--- src/rtl/kernel_host_pkg.sv ---
// Shared types and default widths for the kernel array host and its storage.
package kernel_host_pkg;

    localparam int unsigned ADDR_W_DEF   = 1;
    localparam int unsigned DATA_W_DEF   = 1;
    localparam int unsigned RESULT_W_DEF = 2;
    localparam int unsigned TIMEOUT_DEF  = 1024;

    typedef enum logic [1:0] {
        ST_IDLE  = 2'd0,
        ST_START = 2'd1,
        ST_RUN   = 2'd2,
        ST_DONE  = 2'd3
    } state_e;

endpackage

--- src/rtl/kernel_array_ram.sv ---
// Array storage with async clear, one write port and one registered read port
// shared between the host and the kernel; each side keeps its own read register.
module kernel_array_ram
    import kernel_host_pkg::*;
#(
    parameter int unsigned ADDR_W = ADDR_W_DEF,
    parameter int unsigned DATA_W = DATA_W_DEF
) (
    input  logic              clk,
    input  logic              rst,
    input  logic              host_sel,
    input  logic              kern_sel,
    input  logic              host_we,
    input  logic              host_re,
    input  logic [ADDR_W-1:0] host_addr,
    input  logic [DATA_W-1:0] host_wdata,
    input  logic              kern_we,
    input  logic [ADDR_W-1:0] kern_addr,
    input  logic [DATA_W-1:0] kern_wdata,
    output logic [DATA_W-1:0] host_rdata,
    output logic [DATA_W-1:0] kern_rdata
);

    localparam int unsigned DEPTH = 1 << ADDR_W;

    logic [DATA_W-1:0] mem_q [DEPTH];
    logic [DATA_W-1:0] mem_d [DEPTH];
    logic [DATA_W-1:0] host_rdata_q, host_rdata_d;
    logic [DATA_W-1:0] kern_rdata_q, kern_rdata_d;
    logic              we;
    logic [ADDR_W-1:0] addr;
    logic [DATA_W-1:0] wdata;

    // Port owner mux: the kernel owns the array only while it runs.
    always_comb begin
        we    = 1'b0;
        addr  = '0;
        wdata = '0;
        if (kern_sel) begin
            we    = kern_we;
            addr  = kern_addr;
            wdata = kern_wdata;
        end else if (host_sel) begin
            we    = host_we;
            addr  = host_addr;
            wdata = host_wdata;
        end
    end

    // Reads sample mem_q, so a same-cycle write to the same word returns old data.
    always_comb begin
        mem_d        = mem_q;
        host_rdata_d = host_rdata_q;
        kern_rdata_d = kern_rdata_q;
        if (we) begin
            mem_d[addr] = wdata;
        end
        if (kern_sel) begin
            kern_rdata_d = mem_q[addr];
        end
        if (host_sel && host_re) begin
            host_rdata_d = mem_q[addr];
        end
    end

    always_ff @(posedge clk or posedge rst) begin
        if (rst) begin
            for (int unsigned i = 0; i < DEPTH; i++) begin
                mem_q[i] <= '0;
            end
            host_rdata_q <= '0;
            kern_rdata_q <= '0;
        end else begin
            mem_q        <= mem_d;
            host_rdata_q <= host_rdata_d;
            kern_rdata_q <= kern_rdata_d;
        end
    end

    assign host_rdata = host_rdata_q;
    assign kern_rdata = kern_rdata_q;

endmodule

--- src/rtl/kernel_array_host.sv ---
// Host-side responder for one kernel: owns its array, issues the start pulse,
// captures the result on the done edge and forces completion after TIMEOUT cycles.
module kernel_array_host
    import kernel_host_pkg::*;
#(
    parameter int unsigned ADDR_W   = ADDR_W_DEF,
    parameter int unsigned DATA_W   = DATA_W_DEF,
    parameter int unsigned RESULT_W = RESULT_W_DEF,
    parameter int unsigned TIMEOUT  = TIMEOUT_DEF
) (
    input  logic                clk,
    input  logic                rst,
    input  logic                host_wr_en,
    input  logic [ADDR_W-1:0]   host_addr,
    input  logic [DATA_W-1:0]   host_wdata,
    input  logic                host_rd_en,
    output logic [DATA_W-1:0]   host_rdata,
    output logic                host_ack,
    input  logic                host_start,
    output logic                host_busy,
    output logic                host_done,
    output logic                host_timeout,
    output logic [RESULT_W-1:0] host_result,
    output logic                kern_r_enable,
    input  logic                kern_w_enable,
    input  logic [RESULT_W-1:0] kern_result,
    input  logic                arr_wenable,
    input  logic [ADDR_W-1:0]   arr_addr,
    input  logic [DATA_W-1:0]   arr_wdata,
    output logic [DATA_W-1:0]   arr_rdata
);

    localparam int unsigned      CNT_W    = $clog2(TIMEOUT);
    localparam logic [CNT_W-1:0] CNT_LAST = CNT_W'(TIMEOUT - 1);

    state_e              state_q, state_d;
    logic [CNT_W-1:0]    cnt_q, cnt_d;
    logic                prev_q, prev_d;
    logic [RESULT_W-1:0] host_result_q, host_result_d;
    logic                host_timeout_q, host_timeout_d;
    logic                host_done_q, host_done_d;
    logic                host_ack_q, host_ack_d;
    logic                kern_r_enable_q, kern_r_enable_d;
    logic                host_busy_q, host_busy_d;
    logic                host_live;
    logic                kern_live;

    assign host_live = (state_q == ST_IDLE) || (state_q == ST_DONE);
    assign kern_live = (state_q == ST_RUN);

    always_comb begin
        state_d        = state_q;
        cnt_d          = cnt_q;
        prev_d         = kern_w_enable;
        host_result_d  = host_result_q;
        host_timeout_d = host_timeout_q;
        host_done_d    = 1'b0;
        host_ack_d     = host_live && (host_wr_en || host_rd_en);

        case (state_q)
            ST_IDLE, ST_DONE: begin
                if (host_start) begin
                    state_d        = ST_START;
                    cnt_d          = '0;
                    host_timeout_d = 1'b0;
                end
            end
            ST_START: begin
                state_d = ST_RUN;
            end
            ST_RUN: begin
                // Only a fresh rising edge counts; a level left over from a prior run does not.
                if (kern_w_enable && !prev_q) begin
                    host_result_d = kern_result;
                    host_done_d   = 1'b1;
                    state_d       = ST_DONE;
                end else if (cnt_q == CNT_LAST) begin
                    host_timeout_d = 1'b1;
                    host_done_d    = 1'b1;
                    state_d        = ST_DONE;
                end else begin
                    cnt_d = cnt_q + CNT_W'(1);
                end
            end
            default: begin
                state_d = ST_IDLE;
            end
        endcase

        kern_r_enable_d = (state_d == ST_START);
        host_busy_d     = (state_d == ST_START) || (state_d == ST_RUN);
    end

    always_ff @(posedge clk or posedge rst) begin
        if (rst) begin
            state_q         <= ST_IDLE;
            cnt_q           <= '0;
            prev_q          <= 1'b0;
            host_result_q   <= '0;
            host_timeout_q  <= 1'b0;
            host_done_q     <= 1'b0;
            host_ack_q      <= 1'b0;
            kern_r_enable_q <= 1'b0;
            host_busy_q     <= 1'b0;
        end else begin
            state_q         <= state_d;
            cnt_q           <= cnt_d;
            prev_q          <= prev_d;
            host_result_q   <= host_result_d;
            host_timeout_q  <= host_timeout_d;
            host_done_q     <= host_done_d;
            host_ack_q      <= host_ack_d;
            kern_r_enable_q <= kern_r_enable_d;
            host_busy_q     <= host_busy_d;
        end
    end

    kernel_array_ram #(
        .ADDR_W (ADDR_W),
        .DATA_W (DATA_W)
    ) u_ram (
        .clk        (clk),
        .rst        (rst),
        .host_sel   (host_live),
        .kern_sel   (kern_live),
        .host_we    (host_wr_en),
        .host_re    (host_rd_en),
        .host_addr  (host_addr),
        .host_wdata (host_wdata),
        .kern_we    (arr_wenable),
        .kern_addr  (arr_addr),
        .kern_wdata (arr_wdata),
        .host_rdata (host_rdata),
        .kern_rdata (arr_rdata)
    );

    assign host_ack      = host_ack_q;
    assign host_busy     = host_busy_q;
    assign host_done     = host_done_q;
    assign host_timeout  = host_timeout_q;
    assign host_result   = host_result_q;
    assign kern_r_enable = kern_r_enable_q;

endmodule

--- config.mk ---
export PLATFORM = sky130hd
export DESIGN_NAME = kernel_array_host
export DESIGN_NICKNAME = d
export VERILOG_FILES = /design/src/rtl/kernel_host_pkg.sv /design/src/rtl/kernel_array_ram.sv /design/src/rtl/kernel_array_host.sv
export SDC_FILE = /design/constraint.sdc
export NUM_CORES = 1
export LEC_CHECK = 0
export CORE_UTILIZATION = 50
export DETAILED_ROUTE_END_ITERATION = 10
export PLACE_DENSITY = 0.75
export SKIP_CTS_REPAIR_TIMING = 1
export SLEW_MARGIN = 20
export SYNTH_ARGS = -nofsm -noshare
export SYNTH_HDL_FRONTEND = slang
export SYNTH_HIERARCHICAL = 1
export SYNTH_SLANG_ARGS = --single-unit
--- constraint.sdc ---
create_clock -name clk -period 5 [get_ports clk]
set_input_delay 0.75 -clock clk [delete_from_list [all_inputs] [get_ports clk]]
set_output_delay 0.75 -clock clk [all_outputs]
set_load 0.01 [all_outputs]
==> summary.md <==
| Metric | Value |
|---|---|
| Number of synthesized flops with an enable pin | `0` |
| P_leak | `0.6469 nW` |
| WHS Path Cells | `1` |
| Period utilization | `47.65%` |
| Status | `complete, no violations` |
| Number of H-tree levels | `1` |
| Worst vdd ir | `0.0005195 V` |
| IO Pins | `22` |
| Clock latency on the worst-skew pair | `0.31 ns` |
| Dpl ws | `2.620 ns` |
| Area Growth Syn to Fin | `19.72%` |
| DR pass1 iterations | `4` |
| Initial antenna violation count | `0` |
| Final Max Slew Viols | `0` |
| Crit path required time | `5.20 ns` |
| CTS Buf Count | `3` |
| Fmax achieved | `0.4197 GHz` |
| Commonest non-fill, non-tap cell in the layout | `dfrtp_1` |
| Via count | `1033` |
| Cell type with the highest aggregate area in the netlist | `dfrtp_1` |
| Detailed-route vias per instance | `5.937` |
| Final hold slack | `0.5200 ns` |
| Die area | `2756 µm²` |
| PwrDens | `568.9 nW/µm²` |
| Gr ovfl total | `0` |
| Critical Path AT | `2.58 ns` |
| Net count after synthesis | `142` |
| Setup total negative slack | `0 ns` |
| Number of setup violations in the final report | `0` |
| Least-Margin Pin Slew | `0.9753 ns` |
| Worst Reg-to-Reg Cells | `6` |
| Initial core utilization | `55.50%` |
| Worst rel slew slack | `34.98%` |
| Final Worst Setup Slack | `2.618 ns` |
| ANT cells | `0` |
| Area share of the largest cell type after synthesis | `47.11%` |
| Input/output buffers | `21` |
| Ys Warns | `6` |
| FF-to-FF End | `cnt_q[9]` |
| Nets | `163` |
| Post-DRT Antenna Nets | `0` |
| Core area | `2297 µm²` |
| TritonCTS clock tree | `yes` |
| MaxCap Viol Count | `0` |
| Clk buf depth | `2` |
| Most frequent cells in the layout | `24 x dfrtp_1, 21 x clkdlybuf4s50_1, 15 x nand2_1, 7 x a21oi_1` |
| Worst hold endpoint | `host_result[0]` |
| Synth Flop Type | `dfrtp_1` |
| Tot GR Track Use | `23.48%` |
| R2r setup slk | `2.62 ns` |
| Total Power | `0.8683 mW` |
| Worst hold path class | `flop to flop` |
| DRT iter0 DRCs | `16` |
| Final hold vios | `0` |
| Die Wd | `52.50 µm` |
| Critical path type | `flop to flop` |
| Yosys reg bits | `24` |
| Clock skew after layout | `0.005440 ns` |
| Fill cell count | `201` |
| Drt drc | `0` |
| Avg Cell Area, Syn | `10.12 µm²` |
| Root Buffer | `clkbuf_4` |
| Min Clock Period, post-route | `2.382 ns` |
| Final Wtd Congestion | `0.7374` |
| Average wire per standard cell | `15.62 µm` |
| HPWL Detailed | `1940 µm` |
| Layout cells sized above 1 | `8.219%` |
| Post-Syn Area | `1275 µm²` |
| Largest net degree at the start of global routing | `32` |
| Worst Hold Launch | `host_result[0]` |
| Critical-path maximum fanout | `31` |
| Sink Count | `24` |
| Seq/Total Area, Yosys | `47.11%` |
| Crit. End Element | `flop` |
| Die H | `52.50 µm` |
| Post-synthesis cell type count | `42` |
| Reg-to-Reg Start | `state_q[0]` |
| Startpoint types | `flop` |
| Vias in the first global route | `1107` |
| Fraction of registers with async set or reset after synthesis | `100.0%` |
| Synth Instances | `126` |
| CTS clk-pin slew, worst paths | `0.13 ns` |
| Row count | `17` |
| RSZ-0062 raised after global routing | `false` |
| Largest cells by area after synthesis | `dfrtp_1 47%, nand2_1 4.4%, mux2_2 3.5%` |
| First-pass GRT wire length | `4712 µm` |
| Post-Route WL | `2718 µm` |
report_power, final:
part           leakage [nW]  total [mW]  internal, mW  switching (mW)
clock                0.0210       0.101        0.0445          0.0566
combinational         0.317       0.457         0.200           0.257
sequential            0.309       0.311         0.260          0.0511
total                 0.647       0.868         0.504           0.364
per-stage QoR:
stage	util [%]	std cells	instance area, µm²
2_1_floorplan	-	126	1275
3_3_place_gp	64.87	170	1490
3_5_place_dp	64.87	170	1490
4_1_cts	66.45	174	1526
5_1_grt	66.45	174	1526
6_report	66.45	174	1526
synthesized netlist by cell type, types with 2 or more instances:
library cell	count
mux2_2	4
nand3b_1	4
o311ai_1	2
buf_2	3
nand2_1	15
dfrtp_1	24
a2bb2oi_1	2
o211ai_1	5
ha_1	3
nor2_1	5
and3_1	2
a21oi_1	7
inv_1	6
nand4_1	2
nand3_1	6
o21ai_0	3
nand2b_1	4
a31oi_1	4
mux2i_1	2
how the worst max path moves through the flow:
stage / start / end
floorplan: state_q[0] / u_ram/mem_q[1]
global placement: host_start / cnt_q[5]
detailed placement: host_start / cnt_q[5]
CTS: state_q[0] / cnt_q[9]
global route: state_q[0] / cnt_q[9]
finish: state_q[0] / cnt_q[9]
state kept, by name (all words and copies together), names as in the netlist:
| register | cells |
|---|---|
| u_ram/host_rdata | 1 |
| u_ram/kern_rdata | 1 |
| host_done | 1 |
| prev_q | 1 |
| cnt_q | 10 |
| host_ack | 1 |
| host_timeout | 1 |
| host_busy | 1 |
| u_ram/mem_q | 2 |
| host_result | 2 |
| state_q | 2 |
| kern_r_enable | 1 |
logic make-up after synthesis:
| kind of cell | share of synthesized area [%] |
|---|---|
| muxes | 5.103 |
| adders and majority gates | 2.944 |
| DFF | 47.11 |
| buffers and inverters | 4.121 |
| and+or+nand+nor | 19.63 |
| AOI/OAI and AO/OA | 21.10 |
per-layer routing:
layer	wire length [µm]	global-route usage, %	up-vias
li1	-	-	510
met1	1261	27.51	509
met2	1387	42.41	12
met3	56	6.667	2
met4	13	4.386	0
met5	0	0	-
area by class of cell:
class | count | area [µm²] | area share, %
sequential | 24 | 600.6 | 39.34
tap | 28 | 35.03 | 2.295
clock buffer | 4 | 36.28 | 2.377
multi-input combinational | 91 | 621.8 | 40.74
timing repair buffer | 21 | 210.2 | 13.77
inverter | 6 | 22.52 | 1.475
critical path, cell delays in order (launching register included):
cell and delay, ns:
dfrtp_1 0.42, inv_1 0.06, ha_1 0.79, nand3b_1 0.28
o211ai_1 0.40, nor3_1 0.15, a2bb2oi_1 0.16
(Power assumes the default switching activity.)
